## config.mk

```make
export PLATFORM = sky130hd
export DESIGN_NAME = video_out_dma
export DESIGN_NICKNAME = d
export VERILOG_FILES = /design/src/rtl/video_out_dma.sv
export SDC_FILE = /design/constraint.sdc
export NUM_CORES = 1
export LEC_CHECK = 0
export ABC_AREA = 1
export CORE_ASPECT_RATIO = 1.5
export CORE_MARGIN = 3
export CORE_UTILIZATION = 55
export DETAILED_ROUTE_END_ITERATION = 10
export GPL_TIMING_DRIVEN = 0
export PLACE_DENSITY = 0.9
export RECOVER_POWER = 50
export SKIP_CTS_REPAIR_TIMING = 1
export SLEW_MARGIN = 10
export SYNTH_ARGS = -nofsm -noshare
export SYNTH_HDL_FRONTEND = slang
export SYNTH_SLANG_ARGS = --single-unit
```

## constraint.sdc

```tcl
create_clock -name clk -period 4.9 [get_ports clk]
set_input_delay 1.47 -clock clk [delete_from_list [all_inputs] [get_ports clk]]
set_output_delay 1.47 -clock clk [all_outputs]
set_load 0.01 [all_outputs]
```

## src/rtl/video_out_dma.sv

```systemverilog
// Frame reader: Wishbone burst fetch of NBWORDS words, then big-endian unpack into pixels for the video FIFO.
// Latency: BURST starts two edges after the address edge; one pixel per cycle while the FIFO is not full (full stalls w_e and holds pixel_out).
module video_out_dma #(
  parameter int NBWORDS = 4,
  parameter int BPP     = 1,
  parameter int WIDTH   = 640,
  parameter int HEIGHT  = 480,
  parameter int INT_LEN = 4
) (
  input  logic              clk,
  input  logic              nRST,
  input  logic [31:0]       wb_reg_data,
  input  logic [31:0]       wb_reg_ctr,
  output logic              interrupt,
  input  logic [31:0]       p_wb_DAT_I,
  input  logic              p_wb_ACK_I,
  output logic              p_wb_STB_O,
  output logic              p_wb_CYC_O,
  output logic              p_wb_LOCK_O,
  output logic [3:0]        p_wb_SEL_O,
  output logic              p_wb_WE_O,
  output logic [31:0]       p_wb_ADR_O,
  input  logic              full,
  output logic              w_e,
  output logic [8*BPP-1:0]  pixel_out
);

  localparam int FRAME_BYTES = WIDTH * HEIGHT * BPP;
  localparam int PPW         = 4 / BPP;
  localparam int NPIX        = NBWORDS * PPW;
  localparam int PW          = 8 * BPP;
  localparam int OFF_W       = $clog2(FRAME_BYTES + 1);
  localparam int WC_W        = (NBWORDS > 1) ? $clog2(NBWORDS) : 1;
  localparam int PIX_W       = (NPIX > 1) ? $clog2(NPIX) : 1;
  localparam int INT_W       = (INT_LEN > 1) ? $clog2(INT_LEN) : 1;
  localparam int SH          = $clog2(PPW);

  typedef enum logic [1:0] {S_IDLE, S_BURST, S_DRAIN, S_DONE} state_t;

  state_t             state;
  logic               ctr0_q;
  logic               pending;
  logic [31:0]        shadow;
  logic [31:0]        base;
  logic [OFF_W-1:0]   offset;
  logic [WC_W-1:0]    word_cnt;
  logic [PIX_W-1:0]   pix_idx;
  logic [INT_W-1:0]   int_cnt;
  logic [31:0]        buf_q [NBWORDS];

  logic               addr_edge;
  logic               last_word;
  logic               last_pix;
  logic [WC_W-1:0]    word_sel;
  logic [1:0]         sub;
  logic [31:0]        shifted;
  logic               unused_ok;

  assign addr_edge = wb_reg_ctr[0] & ~ctr0_q;
  assign last_word = (word_cnt == WC_W'(NBWORDS - 1));
  assign last_pix  = (pix_idx == PIX_W'(NPIX - 1));

  // First pixel of a word sits in the top bits, so shift left by its slot.
  assign word_sel  = WC_W'(pix_idx >> SH);
  assign sub       = 2'(pix_idx) & 2'(PPW - 1);
  assign shifted   = buf_q[word_sel] << (32'(sub) * 32'(PW));
  assign pixel_out = shifted[31 -: PW];

  assign p_wb_CYC_O  = (state == S_BURST);
  assign p_wb_STB_O  = (state == S_BURST);
  assign p_wb_ADR_O  = base + 32'(offset);
  assign p_wb_LOCK_O = 1'b0;
  assign p_wb_SEL_O  = 4'hF;
  assign p_wb_WE_O   = 1'b0;
  assign interrupt   = (state == S_DONE);
  assign w_e         = (state == S_DRAIN) && !full;

  assign unused_ok = ^{wb_reg_ctr[31:3], wb_reg_data[1:0]};

  always_ff @(posedge clk) begin
    if (!nRST) begin
      state    <= S_IDLE;
      ctr0_q   <= 1'b0;
      pending  <= 1'b0;
      shadow   <= '0;
      base     <= '0;
      offset   <= '0;
      word_cnt <= '0;
      pix_idx  <= '0;
      int_cnt  <= '0;
      for (int i = 0; i < NBWORDS; i++) buf_q[i] <= '0;
    end else begin
      ctr0_q <= wb_reg_ctr[0];
      if (wb_reg_ctr[2]) begin
        // Abort wins over everything, including an address edge in the same cycle.
        state    <= S_IDLE;
        offset   <= '0;
        word_cnt <= '0;
        pix_idx  <= '0;
        int_cnt  <= '0;
        pending  <= 1'b0;
      end else begin
        case (state)
          S_IDLE: begin
            if (pending) begin
              base    <= shadow;
              pending <= 1'b0;
              offset  <= '0;
              state   <= S_BURST;
            end
          end
          S_BURST: begin
            if (p_wb_ACK_I) begin
              buf_q[word_cnt] <= p_wb_DAT_I;
              offset          <= offset + OFF_W'(4);
              if (last_word) begin
                word_cnt <= '0;
                state    <= S_DRAIN;
              end else begin
                word_cnt <= word_cnt + WC_W'(1);
              end
            end
          end
          S_DRAIN: begin
            if (!full) begin
              if (last_pix) begin
                pix_idx <= '0;
                if (offset == OFF_W'(FRAME_BYTES)) begin
                  int_cnt <= '0;
                  state   <= S_DONE;
                end else begin
                  state <= S_BURST;
                end
              end else begin
                pix_idx <= pix_idx + PIX_W'(1);
              end
            end
          end
          S_DONE: begin
            if (int_cnt == INT_W'(INT_LEN - 1)) begin
              int_cnt <= '0;
              if (pending) begin
                base    <= shadow;
                pending <= 1'b0;
                offset  <= '0;
                state   <= S_BURST;
              end else if (wb_reg_ctr[1]) begin
                offset <= '0;
                state  <= S_BURST;
              end else begin
                state <= S_IDLE;
              end
            end else begin
              int_cnt <= int_cnt + INT_W'(1);
            end
          end
          default: state <= S_IDLE;
        endcase
        // Placed after the FSM so a fresh edge survives a same-cycle reload.
        if (addr_edge) begin
          shadow  <= {wb_reg_data[31:2], 2'b00};
          pending <= 1'b1;
        end
      end
    end
  end

endmodule

```

# [Yosys cells after proc, flatten, opt, wreduce, memory -nomap -nowiden]
# Memories as Yosys holds them, arrays and structs flattened. A register that Yosys moved wholly into a read port is not among the register bits.
# Cells that the tools add are included.
[totals] reg_bits=93 ram_bits=128 in_bits=100 out_inout_bits=50 word_cells=94 memories=1
[mem_list] name="buf_q" depth=4 word_bits=32 read_ports=1 rd_clocked_by_memory_dff=1 wr=4 line_no="49" source="logic [31:0] buf_q [NBWORDS];"
[op_classes] n_addsub=5 eq_ne=16 shift=1 mux=40 bitwise_logic=5 reduce_logical=17
[ops] cell="32-bit 2-to-1 mux" count=3
[ops] cell="19-bit 2-to-1 mux" count=5
[ops] cell="32-bit case mux with 2 select lines" count=1
[ops] cell="19-bit case mux with 3 select lines" count=1
[ops] cell="32-bit by 19-bit adder with 32-bit output" count=1
[ops] cell="32-bit OR reduction" count=1
[ops] cell="32-bit by 5-bit left shift with 32-bit output" count=1
[ops] cell="2-bit 2-to-1 mux" count=15
[ops] cell="19-bit by 3-bit adder with 19-bit output (second input constant)" count=1
[ops] cell="19-bit equality test (second input constant)" count=1
[ops] cell="1-bit 2-to-1 mux" count=11
[ops] cell="2-bit equality test (second input constant)" count=4
[ops] cell="2-bit != test (second input constant)" count=4
[ops] cell="2-bit case mux with 4 select lines" count=1
[ops] cell="2-bit AND reduction" count=4
[ops] cell="2-bit by 1-bit != test with 1-bit output (second input constant)" count=3
[ops] cell="6-bit AND reduction" count=1
[ops] cell="3-bit nonzero test" count=2
[ops] cell="5-bit AND reduction" count=1
[ops] cell="2-bit by 1-bit adder with 2-bit output (second input constant)" count=2
[ops] cell="4-bit by 1-bit adder with 4-bit output (second input constant)" count=1
[ops] cell="4-bit equality test (second input constant)" count=1
[ops] cell="4-bit 2-to-1 mux" count=1
[ops] cell="1-bit NOT" count=4
[ops] cell="other kinds (13)" count=14

# [Longest topological paths before layout]
# Gate-level depths: netlist of the first run.
[depth] depth_word=7 depth_mapped=12 mapped_depth_nobuf=12

# [Worst setup path after synthesis of the first run]
# OpenSTA, ideal clock, no wires.
[synth_timing] kind="input to output" startpoint="input port full" endpoint="output port w_e" t_arrival_ps=1757 required_time_ps=3430 setup_slack_ps=1673 stages=1 path_buffers=0 path_cell_list="nor2_1"
[synth_between] elab_chain_len=2
[synth_lines] element="start: declaration" line_no="23" source="input logic full,"
[synth_lines] element="1-bit logical NOT"
[synth_lines] element="1-bit logical AND" line_no="76" source="assign w_e = (state == S_DRAIN) && !full;"
[synth_lines] element="end: declaration" line_no="24" source="output logic w_e,"
# Every way passes these cells.

# [Worst setup path after layout of the first run]
[layout_timing] startpoint="register offset[2]" endpoint="output port p_wb_ADR_O[18]"
[layout_between] elab_chain_len=1
[layout_lines] element="start: declaration" line_no="45" source="logic [OFF_W-1:0] offset;"
[layout_lines] element="start signal: assignment" line_no="115" source="offset <= offset + OFF_W'(4);"
[layout_lines] element="32-bit by 19-bit adder with 32-bit output" line_no="71" source="assign p_wb_ADR_O = base + 32'(offset);"
[layout_lines] element="end: declaration" line_no="22" source="output logic [31:0] p_wb_ADR_O,"
# Every way passes these cells.

==> impl_summary.txt, run 1 <==
----------------------------------------------------
[Power]
  Sw Share ... 22.29%
  Power share of the combinational group ... 6.5%
  Sequential power share ... 51.7%
  Power density normalized to cell area ... 294.4 nW/um^2
  Clock share of power ... 41.8%
  Int Pwr ... 3.039 mW
  Worst supply voltage drop on vdd ... 0.2408 mV
  Leakage power of the design ... 5.556 nW
  Switch Pwr ... 0.8717 mW

[Flow run]
  Total of max-cap violations ... 0

[Timing]
  Maximum clock frequency ... 0.2149 GHz
  Final critical-path required period ... 4654 ps
  Fraction of the cycle the final worst path needs ... 94.98%
  Worst Clk Skew ... 21.14 ps
  Final Max Tran Viols ... 0
  Tightest Pin Transition ... 920.8 ps
  Relative slew margins ... 38.39%
  Final count of hold timing violations ... 0
  Accumulated negative setup slack ... 0 ps
  Total of endpoints with negative setup slack in the final report ... 0
  RSZ-0062 raised after global routing ... false

[Global route]
  Pin count of the biggest net entering global routing ... 33
  Combined global-route utilization of all metal layers ... 26.89%
  Antenna violations before repair ... 0
  First-pass GRT wire length ... 47,290 um
  Vias in the first global route ... 10,074
  Total grt overflow ... 0

[Clock tree]
  Clock Tree Root ... clkbuf_16
  # clock sinks ... 219
  Clock transition at the register clock pins on the worst setup and hold paths after CTS ... 70 ps
  # H-tree levels ... 1
  Number of buffers created by CTS ... 21
  Worst-case clock buffer depth ... 3
  Latest clock arrival within the worst-skew pair ... 510 ps
  CTS tree ... yes

[Layout]
  Share of layout cells above drive strength 1 ... 3.822%
  Finished layout cell area ... 13,290 um^2
  ANT cells ... 0
  Relative area change from synthesis to final layout ... 18.60%
  Final Net Count ... 1,683

[Setup path]
  Required @ worst endpoint ... 3430 ps
  Class of the most critical setup path ... reg2out
  Worst R2R Path Depth ... 10
  Critical path arrival ... 3180 ps
  Kind of start point of the critical path ... register
  Highest net fanout along the worst path ... 5
  Sort of element at the end of the critical path ... output port

[Synth]
  #FFs+latches synth ... 219
  Unique cell type count in the Yosys netlist ... 37
  Area of the mapped netlist ... 11,200 um^2
  Number of standard cells after synthesis ... 1,416
  Yosys Warn Count ... 0
  Synthesized area divided by synthesized cell count ... 7.911 um^2
  Sequential fraction of the synthesis area ... 50.58%

[Route]
  First DRT Iteration DRCs ... 1,040
  Routed wire length ... 29,940 um
  Post-route DRC ... 0
  Routed via count divided by cell count ... 5.563
  Post-route ant nets ... 0
  Vias after detailed routing ... 10,180
  Average routed wire per standard cell ... 16.36 um
  Iteration count of the initial detailed-routing pass ... 5

[Placement]
  Detailed Place HPWL ... 22,070 um
  Weighted congestion reported at the end of routability-driven placement ... 0.9811
  Placed Instance Area ... 12,660 um^2
  Count of port buffers added during placement ... 110

[Die]
  Area of the die ... 22,150 um^2
  Die extent in x ... 122.5 um
  Starting Density ... 56.39%
  Area of the core ... 19,860 um^2
  Die height ... 180.8 um
  Ports ... 150
  Row count ... 63

[Run status]
  Status ... finished, final reports clean

[Worst hold path]
  WHS Path Cells ... 2
  Hold WC Path Type ... reg2reg

----------------------------------------------------
==> power by group through the flow <==
stage	Clock [mW]	Sequential (mW)	Combinational, mW
after global placement	0	2.06	0.246
after global routing	1.71	2.03	0.277
after detailed placement	0	2.06	0.253
final	1.64	2.02	0.253
after floorplan	0	2.05	0.130
after CTS	1.64	2.02	0.256
==> registers in the layout, indices dropped and copies added, names as in the netlist, named ones only <==
name / flops
buf_q: 128
base: 30
shadow: 30
offset: 17
pix_idx: 4
int_cnt: 2
state: 2
word_cnt: 2
ctr0_q: 1
pending: 1
==> through the flow <==
step | utilization, % | setup slack [ps] | hold slack [ps] | std cells | power [mW]
floorplan | - | 1673 | 426.8 | 1422 | 2.184
global placement | 63.69 | 334.2 | 436.4 | 1792 | 2.305
finish | 66.88 | 245.7 | 452.7 | 1830 | 3.911
CTS | 67.20 | 249.3 | 455.5 | 1830 | 3.915
detailed placement | 63.73 | 514.2 | 445.9 | 1792 | 2.314
global route | 66.88 | 92.70 | 468.6 | 1830 | 4.017
==> layout make-up <==
cell class | count | area (um^2)
plain buffers | 71 | 316.6
clock buffers | 26 | 564.3
clock inverters | 12 | 125.1
fillers | 1598 | 6579
inverters | 166 | 623.1
multi-input cells | 966 | 4564
flip-flops and latches | 219 | 5665
well taps | 260 | 325.3
repair buffers | 110 | 1101
==> routing by layer <==
| metal | global-route usage, % | wire length [um] |
|---|---|---|
| met4 | 14.57 | 1622 |
| met5 | 0 | 0 |
| met1 | 28.46 | 10340 |
| met3 | 3.570 | 2048 |
| met2 | 50.22 | 15930 |
==> placed cells by master, fill, tap and decap left out, types with 4 or more instances in the layout <==
master	instances
conb_1	8
inv_1	163
ha_1	27
nand4_1	16
a21oi_1	93
o21ai_0	118
o21bai_1	4
dfxtp_1	91
nor3_1	10
xor2_1	14
nand2_1	250
buf_4	10
clkbuf_16	21
buf_2	9
clkbuf_1	51
o211ai_1	32
clkdlybuf4s50_1	107
edfxtp_1	128
clkinv_1	4
nand3_1	83
nor2_1	293
==> final timing paths <==
check            start        endpoint  slack [ps]
max          offset[2]  p_wb_ADR_O[18]         250
min            base[2]         base[2]         450
max reg2reg   state[1]    buf_q[1][25]        1570
min reg2reg    base[2]         base[2]         450
==> worst max-delay path, cell delays in order (launching register included) <==
cell             delay [ps]
dfxtp_1                 420
ha_1                    200
inv_1                    60
fa_1                    400
inv_1                   110
nand3_1                  70
nand3_1                 180
nand2_1                  80
nand2_1                 180
nand2_1                  70
nand2_1                 100
xor2_1                  230
clkdlybuf4s50_1         580
==> Yosys cell counts <==
library cell | instances | share of area (%)
xnor2_1 | 3 | 0.23
o211ai_1 | 32 | 2.1
a21oi_1 | 93 | 4.2
ha_1 | 27 | 3.0
dfxtp_1 | 91 | 16
clkinv_1 | 1 | 0.033
buf_6 | 3 | 0.30
nor2_2 | 1 | 0.056
nand2_1 | 250 | 8.4
nor3_2 | 1 | 0.089
a22oi_1 | 1 | 0.067
inv_1 | 162 | 5.4
o21ai_1 | 6 | 0.27
fa_1 | 1 | 0.18
a41oi_1 | 1 | 0.078
nor2_1 | 291 | 9.8
nor2_8 | 1 | 0.18
and2_1 | 2 | 0.11
nand2_2 | 3 | 0.17
o21bai_1 | 4 | 0.27
clkbuf_1 | 37 | 1.2
buf_1 | 6 | 0.20
a211oi_1 | 1 | 0.067
conb_1 | 2 | 0.067
nand3_1 | 83 | 3.7
xor2_1 | 14 | 1.1
nor2_4 | 1 | 0.10
inv_2 | 3 | 0.10
buf_2 | 13 | 0.58
nand4_1 | 16 | 0.89
edfxtp_1 | 128 | 34
nor3_1 | 10 | 0.45
or2_2 | 1 | 0.056
o21ai_0 | 113 | 5.0
buf_4 | 11 | 0.74
clkbuf_2 | 1 | 0.045
nand3b_1 | 2 | 0.13
==> cells by family (layout without fill, tap and decap cells) <==
| kind of cell | Yosys count | in the layout | synth area share [%] |
|---|---|---|---|
| AND/OR/NAND/NOR | 662 | 662 | 24.07 |
| XOR/XNOR | 17 | 17 | 1.329 |
| adder cells (fa/ha/maj) | 28 | 28 | 3.194 |
| buffers and inverters | 237 | 385 | 8.667 |
| other | 2 | 8 | 0.06704 |
| flip-flops | 219 | 219 | 50.58 |
| AO/OA/AOI/OAI | 251 | 251 | 12.10 |
No activity file was read; power rests on OpenSTA's default activity.
==> inputs of run 2 (changes only) <==
Settings changed: CORE_UTILIZATION 55 to 35, PLACE_DENSITY 0.9 to 0.65.
==> run 2 against run 1 <==
Hold slack got worse by 2.4 ps; largest cell class unchanged; clock skew decreased by 11 ps; utilization decreased by 23 points; total power increased by 5.0%; critical endpoint unchanged.
==> impl_summary.txt, run 2 (same netlist as run 1, synthesis figures left out) <==
----------------------------------------------------
[Run status]
  Status ... finished, final reports clean

[Route]
  Iteration count of the initial detailed-routing pass ... 5
  Routed via count divided by cell count ... 4.913
  Vias after detailed routing ... 9,733
  Routed wire length ... 31,870 um
  Post-route ant nets ... 0
  Met3 layer wire length in the routed design ... 1426 um
  Post-route DRC ... 0
  Metal-1 WL ... 11,840 um
  WL met2 ... 17,280 um
  Average routed wire per standard cell ... 16.09 um
  Highest signal layer in the routed design ... met4
  First DRT Iteration DRCs ... 520

[Layout]
  Share of layout cells above drive strength 1 ... 4.315%
  ANT cells ... 0
  Relative area change from synthesis to final layout ... 21.74%
  Most flops, register ... buf_q
  Finished layout cell area ... 13,640 um^2
  Top Registers ... buf_q x128, base x30, shadow x30
  Largest register FFs ... 128
  Most common library cell in the layout ignoring fill and taps ... nor2_1
  Final Net Count ... 1,688
  Post-layout utilization of the core ... 43.52%
  Most used cells in the layout excluding fill and tap cells ... nor2_1, nand2_1, inv_1

[Setup path]
  Class of the most critical setup path ... reg2out
  Category of cells accounting for the largest share of critical-path delay ... buffers and inverters
  Combined buffer and inverter count along the critical path ... 3
  Kind of start point of the critical path ... register
  Slowest Stage Delay on Critical Path ... 590 ps
  Critical path arrival ... 3190 ps
  Critical Path Most Common Cell ... nand2_1
  Sequence of cells on the critical path ... ha_1 > inv_1 > fa_1 > inv_1 > nand3_1 > nand3_1 > nand2_1 > nand2_1 > nand2_1 > nand2_1 > xor2_1 > clkdlybuf4s50_1
  Sort of element at the end of the critical path ... output port
  Required @ worst endpoint ... 3430 ps
  Slowest CP cell ... clkdlybuf4s50_1
  Highest net fanout along the worst path ... 5

[Power]
  Clock share of power ... 44.4%
  Power density normalized to cell area ... 301.0 nW/um^2
  Switch Pwr ... 0.8937 mW
  Sequential power share ... 49.2%
  Power share of the combinational group ... 6.3%
  Leakage power of the design ... 5.641 nW
  Int Pwr ... 3.212 mW
  Worst supply voltage drop on vdd ... 0.1921 mV
  Sw Share ... 21.77%

[Clock tree]
  # H-tree levels ... 1
  Clock transition at the register clock pins on the worst setup and hold paths after CTS ... 60 ps
  Worst-case clock buffer depth ... 3
  Latest clock arrival within the worst-skew pair ... 500 ps
  CTS tree ... yes
  Number of buffers created by CTS ... 23
  Clock Tree Root ... clkbuf_16
  # clock sinks ... 219

[Global route]
  Vias in the first global route ... 9,892
  Combined global-route utilization of all metal layers ... 18.15%
  Pin count of the biggest net entering global routing ... 33
  Antenna violations before repair ... 0
  First-pass GRT wire length ... 50,180 um
  Total grt overflow ... 0

[Placement]
  Detailed Place HPWL ... 23,850 um
  Weighted congestion reported at the end of routability-driven placement ... 0.9168
  Count of port buffers added during placement ... 110
  Placed Instance Area ... 12,920 um^2
  Dpl ws ... 482.0 ps

[Timing]
  Final Max Tran Viols ... 0
  Maximum clock frequency ... 0.2147 GHz
  Worst Clk Skew ... 10.10 ps
  Accumulated negative setup slack ... 0 ps
  RSZ-0062 raised after global routing ... false
  Final critical-path required period ... 4658 ps
  Final count of hold timing violations ... 0
  Total of endpoints with negative setup slack in the final report ... 0
  Fraction of the cycle the final worst path needs ... 95.06%
  Relative slew margins ... 44.99%
  Final setup slack of the worst path ... 242.0 ps
  Tightest Pin Transition ... 823.9 ps

[Die]
  Area of the core ... 31,330 um^2
  Starting Density ... 35.75%
  Die height ... 225.1 um
  Die extent in x ... 152.1 um
  Ports ... 150
  Area of the die ... 34,230 um^2
  Row count ... 79

[Flow run]
  Total of max-cap violations ... 0

[Worst hold path]
  Hold WC Path Type ... reg2reg

----------------------------------------------------
run 2: worst paths after layout:
kind              startpoint              to  slack, ps  depth (start not counted)
setup reg to reg    state[1]    buf_q[0][19]       1630                         11
hold reg to reg      base[9]         base[9]        450                          2
hold / removal       base[9]         base[9]        450                          2
setup / recovery   offset[2]  p_wb_ADR_O[18]        240                         12
run 2: per-layer routing:
metal | GRT usage, % | vias up
met5 | 0 | -
met4 | 7.922 | 0
met3 | 1.729 | 68
met2 | 36.13 | 291
met1 | 19.20 | 4464
li1 | - | 4910
run 2: area by class of cell:
type | count | area, um^2
fill | 3158 | 17700
sequential | 219 | 5665
multi-input combinational | 966 | 4564
timing repair buffer | 113 | 1184
inverter | 166 | 623.1
clock buffer | 30 | 615.6
tap | 405 | 506.7
buffer | 71 | 316.6
clock inverter | 11 | 161.4
run 2: power by group through the flow:
| stage | Sequential [mW] | Clock (mW) | Combinational [mW] |
|---|---|---|---|
| floorplan | 2.05 | 0 | 0.130 |
| global placement | 2.06 | 0 | 0.254 |
| detailed placement | 2.06 | 0 | 0.266 |
| CTS | 2.02 | 1.85 | 0.267 |
| global route | 2.03 | 1.92 | 0.287 |
| finish | 2.02 | 1.82 | 0.260 |
run 2: worst register-to-register path, delay by kind of cell (launching register included):
family	cells	cell delay [ps]
adder cells (fa/ha/maj)	1	240
buffers and inverters	5	1240
flip-flops	1	410
AND/OR/NAND/NOR	5	1120
run 2: per-stage QoR:
| step | power, mW | hold slack (ps) | instances |
|---|---|---|---|
| 2_1_floorplan | 2.184 | 426.8 | 1422 |
| 6_report | 4.105 | 450.3 | 1981 |
| 3_5_place_dp | 2.326 | 445.8 | 1940 |
| 5_1_grt | 4.228 | 476.8 | 1981 |
| 3_3_place_gp | 2.314 | 442.4 | 1937 |
| 4_1_cts | 4.136 | 455.2 | 1981 |
==> inputs of run 3 (changes only) <==
Settings changed: SLEW_MARGIN 10 to 20.
==> run 3 against run 2 <==
Count of clock-buffer cells in the layout stayed put; first-iteration DRC count grew 3.1%; sequential share of layout area about the same; highest routed layer unchanged; sequential cell count unchanged; hold slack hardly changed; utilization decreased by 0.052 points; die area unchanged; global-route usage is 0.11 points lower; largest power group unchanged; final cell count stayed put.
==> impl_summary.txt, run 3 (same netlist as run 1, synthesis figures left out) <==
----------------------------------------------------
[Placement]
  Count of port buffers added during placement ... 110
  Detailed Place HPWL ... 24,030 um
  Weighted congestion reported at the end of routability-driven placement ... 0.9168
  Placed Instance Area ... 12,940 um^2
  Dpl ws ... 492.1 ps

[Setup path]
  Sort of element at the end of the critical path ... output port
  Kind of start point of the critical path ... register
  Critical path arrival ... 3220 ps
  Setup slack of the most critical reg-to-reg path ... 1630 ps
  Class of the most critical setup path ... reg2out
  Highest net fanout along the worst path ... 5
  Required @ worst endpoint ... 3430 ps

[Route]
  Average routed wire per standard cell ... 16.08 um
  Routed wire length ... 31,860 um
  First DRT Iteration DRCs ... 536
  Iteration count of the initial detailed-routing pass ... 5
  Post-route ant nets ... 0
  Vias after detailed routing ... 9,802
  Post-route DRC ... 0
  Routed via count divided by cell count ... 4.948

[Clock tree]
  Latest clock arrival within the worst-skew pair ... 510 ps
  CTS tree ... yes
  Number of buffers created by CTS ... 22
  Worst-case clock buffer depth ... 3
  Clock Tree Root ... clkbuf_16
  # clock sinks ... 219
  # H-tree levels ... 1
  Clock transition at the register clock pins on the worst setup and hold paths after CTS ... 60 ps

[Timing]
  Worst Clk Skew ... 13.46 ps
  Relative slew margins ... 50.62%
  Final count of hold timing violations ... 0
  Maximum clock frequency ... 0.2133 GHz
  Tightest Pin Transition ... 740.6 ps
  Final Max Tran Viols ... 0
  Final critical-path required period ... 4688 ps
  Accumulated negative setup slack ... 0 ps
  RSZ-0062 raised after global routing ... false
  Total of endpoints with negative setup slack in the final report ... 0
  Final setup slack of the worst path ... 212.3 ps
  Fraction of the cycle the final worst path needs ... 95.67%

[Global route]
  Pin count of the biggest net entering global routing ... 27
  Total grt overflow ... 0
  Antenna violations before repair ... 0
  Combined global-route utilization of all metal layers ... 18.04%
  First-pass GRT wire length ... 50,090 um
  Vias in the first global route ... 9,905

[Layout]
  Relative area change from synthesis to final layout ... 21.59%
  Final Net Count ... 1,688
  Finished layout cell area ... 13,620 um^2
  Reg area ... 5665 um^2
  Area of the multi-input gates ... 4564 um^2
  ANT cells ... 0
  Most flops, register ... buf_q
  Most common library cell in the layout ignoring fill and taps ... nor2_1
  Largest register FFs ... 128
  Final-layout fill cell count ... 3,202
  Top Registers ... buf_q x128, base x30, shadow x30
  Most used cells in the layout excluding fill and tap cells ... nor2_1, nand2_1, inv_1
  Share of layout cells above drive strength 1 ... 4.315%

[Worst hold path]
  Hold WC Path Type ... reg2reg

[Die]
  Area of the core ... 31,330 um^2
  Starting Density ... 35.75%
  Area of the die ... 34,230 um^2
  Die height ... 225.1 um
  Die extent in x ... 152.1 um
  Ports ... 150
  Row count ... 79

[Power]
  Leakage power of the design ... 5.631 nW
  Worst supply voltage drop on vdd ... 0.2016 mV
  Power density normalized to cell area ... 294.5 nW/um^2

[Flow run]
  Total of max-cap violations ... 0

[Run status]
  Status ... finished, final reports clean

----------------------------------------------------
==> run 3: cell types whose count changed in the layout (fill, tap and decap cells not counted) <==
cell,previous run,this run
buf_12,0,1
clkbuf_2,4,1
clkinv_4,1,0
clkinv_2,3,6
clkbuf_8,1,2
clkinvlp_4,0,1
bufinv_16,4,1
clkbuf_16,23,25
inv_6,1,0
==> run 3: critical path: stages, from the launching register on <==
cell	delay (ps)
dfxtp_1	420
ha_1	200
inv_1	60
fa_1	400
inv_1	110
nand3_1	70
nand3_1	180
nand2_1	80
nand2_1	180
nand2_1	80
nand2_1	80
xor2_1	260
clkdlybuf4s50_1	590
==> run 3: worst paths after layout <==
check,startpoint,cells after the start,end
worst max-delay path,offset[2],12,p_wb_ADR_O[18]
worst min-delay path,base[9],2,base[9]
worst max register to register,state[1],11,buf_q[1][1]
worst min register to register,base[9],2,base[9]
==> run 3: where the power goes <==
part / internal (mW) / switching, mW / total, mW
sequential: 2.00 / 0.0223 / 2.02
combinational: 0.117 / 0.145 / 0.262
clock: 1.00 / 0.726 / 1.73
==> run 3: cell type report <==
cell class | instances | area share [%]
sequential | 219 | 41.59
multi-input combinational | 966 | 33.51
timing repair buffer | 114 | 8.837
clock buffer | 30 | 4.878
inverter | 166 | 4.575
tap | 405 | 3.720
buffer | 71 | 2.324
clock inverter | 10 | 0.5604
==> run 3: layer usage <==
layer	global-route usage (%)	vias up	part of all wire, %
li1	-	4919	-
met1	18.66	4527	36
met2	36.50	280	54
met3	1.960	76	5.0
met4	7.313	0	4.1
met5	0	-	0
==> run 3: per-stage QoR <==
step                      power (mW)  cells  hold slack, ps  utilization (%)
after global routing           4.127   1981           476.9            43.47
after floorplan                2.184   1422           426.8                -
after global placement         2.314   1937           442.4            40.95
after CTS                      4.041   1981           455.6            43.67
after detailed placement       2.328   1941           445.7            41.31
final                          4.011   1981           450.1            43.47
==> variant: new RTL, settings of run 2 <==
`HEIGHT`: 480 -> 120.
--- a/src/rtl/video_out_dma.sv
+++ b/src/rtl/video_out_dma.sv
@@ -4,7 +4,7 @@
   parameter int NBWORDS = 4,
   parameter int BPP     = 1,
   parameter int WIDTH   = 640,
-  parameter int HEIGHT  = 480,
+  parameter int HEIGHT  = 120,
   parameter int INT_LEN = 4
 ) (
   input  logic              clk,
Behaviour: no difference found for any inputs over 4 cycles, from zero or initial values and one cycle with nRST low; that may be too few to reach the edited logic, so the function may still have changed.
==> variant against run 2 <==
Critical path type unchanged; power fell by 2.3%; synthesized area fell by 2.5%; routed wire length is 1.9% lower; synthesized cell count decreased by 3.6%; largest cell class unchanged; worst setup slack got worse by 0.0081 ns; via count fell by 2.0%; final area decreased by 2.1%; die area fell by 2.4%; sequential cell count shrank 2.
==> variant: results <==
metrics = {
    "worst_setup_path": {
        "max_stage_delay_ns": 0.56,
        "cp.arrival_ns": 3.20,
        "crit_family": "simple AND/OR/NAND/NOR gates",
        "worstSetupStartpoint": "offset[2]",
    },
    "logic_synthesis": {
        "ys_seq_area_share_pct": 51.49,
        "ys_top_cells_by_count": "nor2_1 (287), nand2_1 (233), inv_1 (146), edfxtp_1 (128), o21ai_0 (112)",
        "synth_compound_area_share_pct": 12.47,
        "synth_xor_xnor_area_share_pct": 1.042,
        "synth_fa_ha_area_share_pct": 3.047,
        "synthTopCellsByArea": "edfxtp_1 (35%), dfxtp_1 (16%), nor2_1 (9.9%), nand2_1 (8.0%), o21ai_0 (5.1%)",
        "yosysUniqueCellTypes": 38,
        "synthCells": 1365,
    },
    "finish": {
        "reg.largest.list": "buf_q: 128 flops, base: 30 flops, shadow: 30 flops",
        "fillers": 3056,
        "fin_nets": 1636,
        "drive_gt1_share_pct": 4.385,
    },
    "route": {
        "vias_per_cell": 4.947,
        "routed_wirelength_mm": 31.27,
        "route.met2.wl_mm": 17.01,
        "wl_met3_mm": 1.470,
        "drt_iter0_drc": 581,
        "wl_met1_mm": 11.71,
        "routedWlPerCell_um": 16.22,
    },
    "grt": {
        "groute.usage.overall_pct": 18.53,
        "use_met2_pct": 36.11,
        "met1_usage_pct": 20.02,
        "grt_pass1_wl_mm": 48.74,
        "use_met3_pct": 2.244,
        "grt_max_degree": 33,
        "grt_pass1_vias": 9543,
    },
    "power_and_ir_drop": {
        "p_leak_nw": 5.427,
        "ir_drop_mv": 0.2427,
    },
    "placed_design": {
        "pre_cts_ws_ns": 0.4927,
        "gp_congestion": 0.8979,
        "dp_hpwl_mm": 23.22,
        "dp.cells": 1884,
    },
    "sta": {
        "skew_ns": 0.01196,
        "relSlewSlack_pct": 45.91,
    },
    "hold_path": {
        "hold_path.startpoint": "base[5]",
    },
    "clock_network": {
        "clk_latency_ns": 0.52,
        "numCtsBuffers": 24,
        "clk_path_buf_depth": 3,
    },
    "outcome": {
        "status": "completed",
    },
}
[variant: cell count changes after synthesis, moves of 4 or more]
cell     before  now
inv_1       162  146
o21ai_1       6   10
nand4_1      16    8
nand2_1     250  233
nor2_1      291  287
[variant: area by class of cell]
class                      count  area, um2  area share [%]
inverter                     150      563.0           4.219
clock inverter                11      88.84          0.6657
clock buffer                  33      678.2           5.082
timing repair buffer         113       1169           8.757
buffer                        67      296.5           2.222
sequential                   217       5625           42.15
tap                          400      500.5           3.750
multi-input combinational    937       4424           33.15
[variant: path summary, 6_finish.rpt]
check / endpoint / slack (ns) / cells past startpoint
max: p_wb_ADR_O[16] / 0.23 / 11
min: base[5] / 0.45 / 2
max reg2reg: buf_q[0][22] / 1.90 / 10
min reg2reg: base[5] / 0.45 / 2
[variant: worst min-delay path, stage by stage, from the launching register on]
cell	delay (ns)
dfxtp_1	0.31
inv_1	0.05
a21oi_1	0.05
[variant: logic make-up after synthesis]
logic type | after synthesis
simple gates | 638
compound gates | 252
buf+inv | 217
flops | 217
fa+ha+maj | 26
xor+xnor | 13
other cells | 2
[variant: power by group]
group | total [mW] | internal (mW) | switching [mW]
Combinational | 0.258 | 0.113 | 0.145
Sequential | 2.00 | 1.98 | 0.0219
Clock | 1.75 | 1.02 | 0.728
Total | 4.01 | 3.12 | 0.895
[variant: per-stage QoR]
step	TNS, ns	util (%)	power (mW)	hold WS (ns)	instance area, um2
2_1_floorplan	0	-	2.165	0.4268	10950
3_3_place_gp	0	41.08	2.297	0.4403	12550
3_5_place_dp	0	41.32	2.306	0.4452	12620
4_1_cts	-0.04264	43.84	4.043	0.4551	13390
5_1_grt	0	43.69	4.135	0.4645	13350
6_report	0	43.69	4.012	0.4499	13350
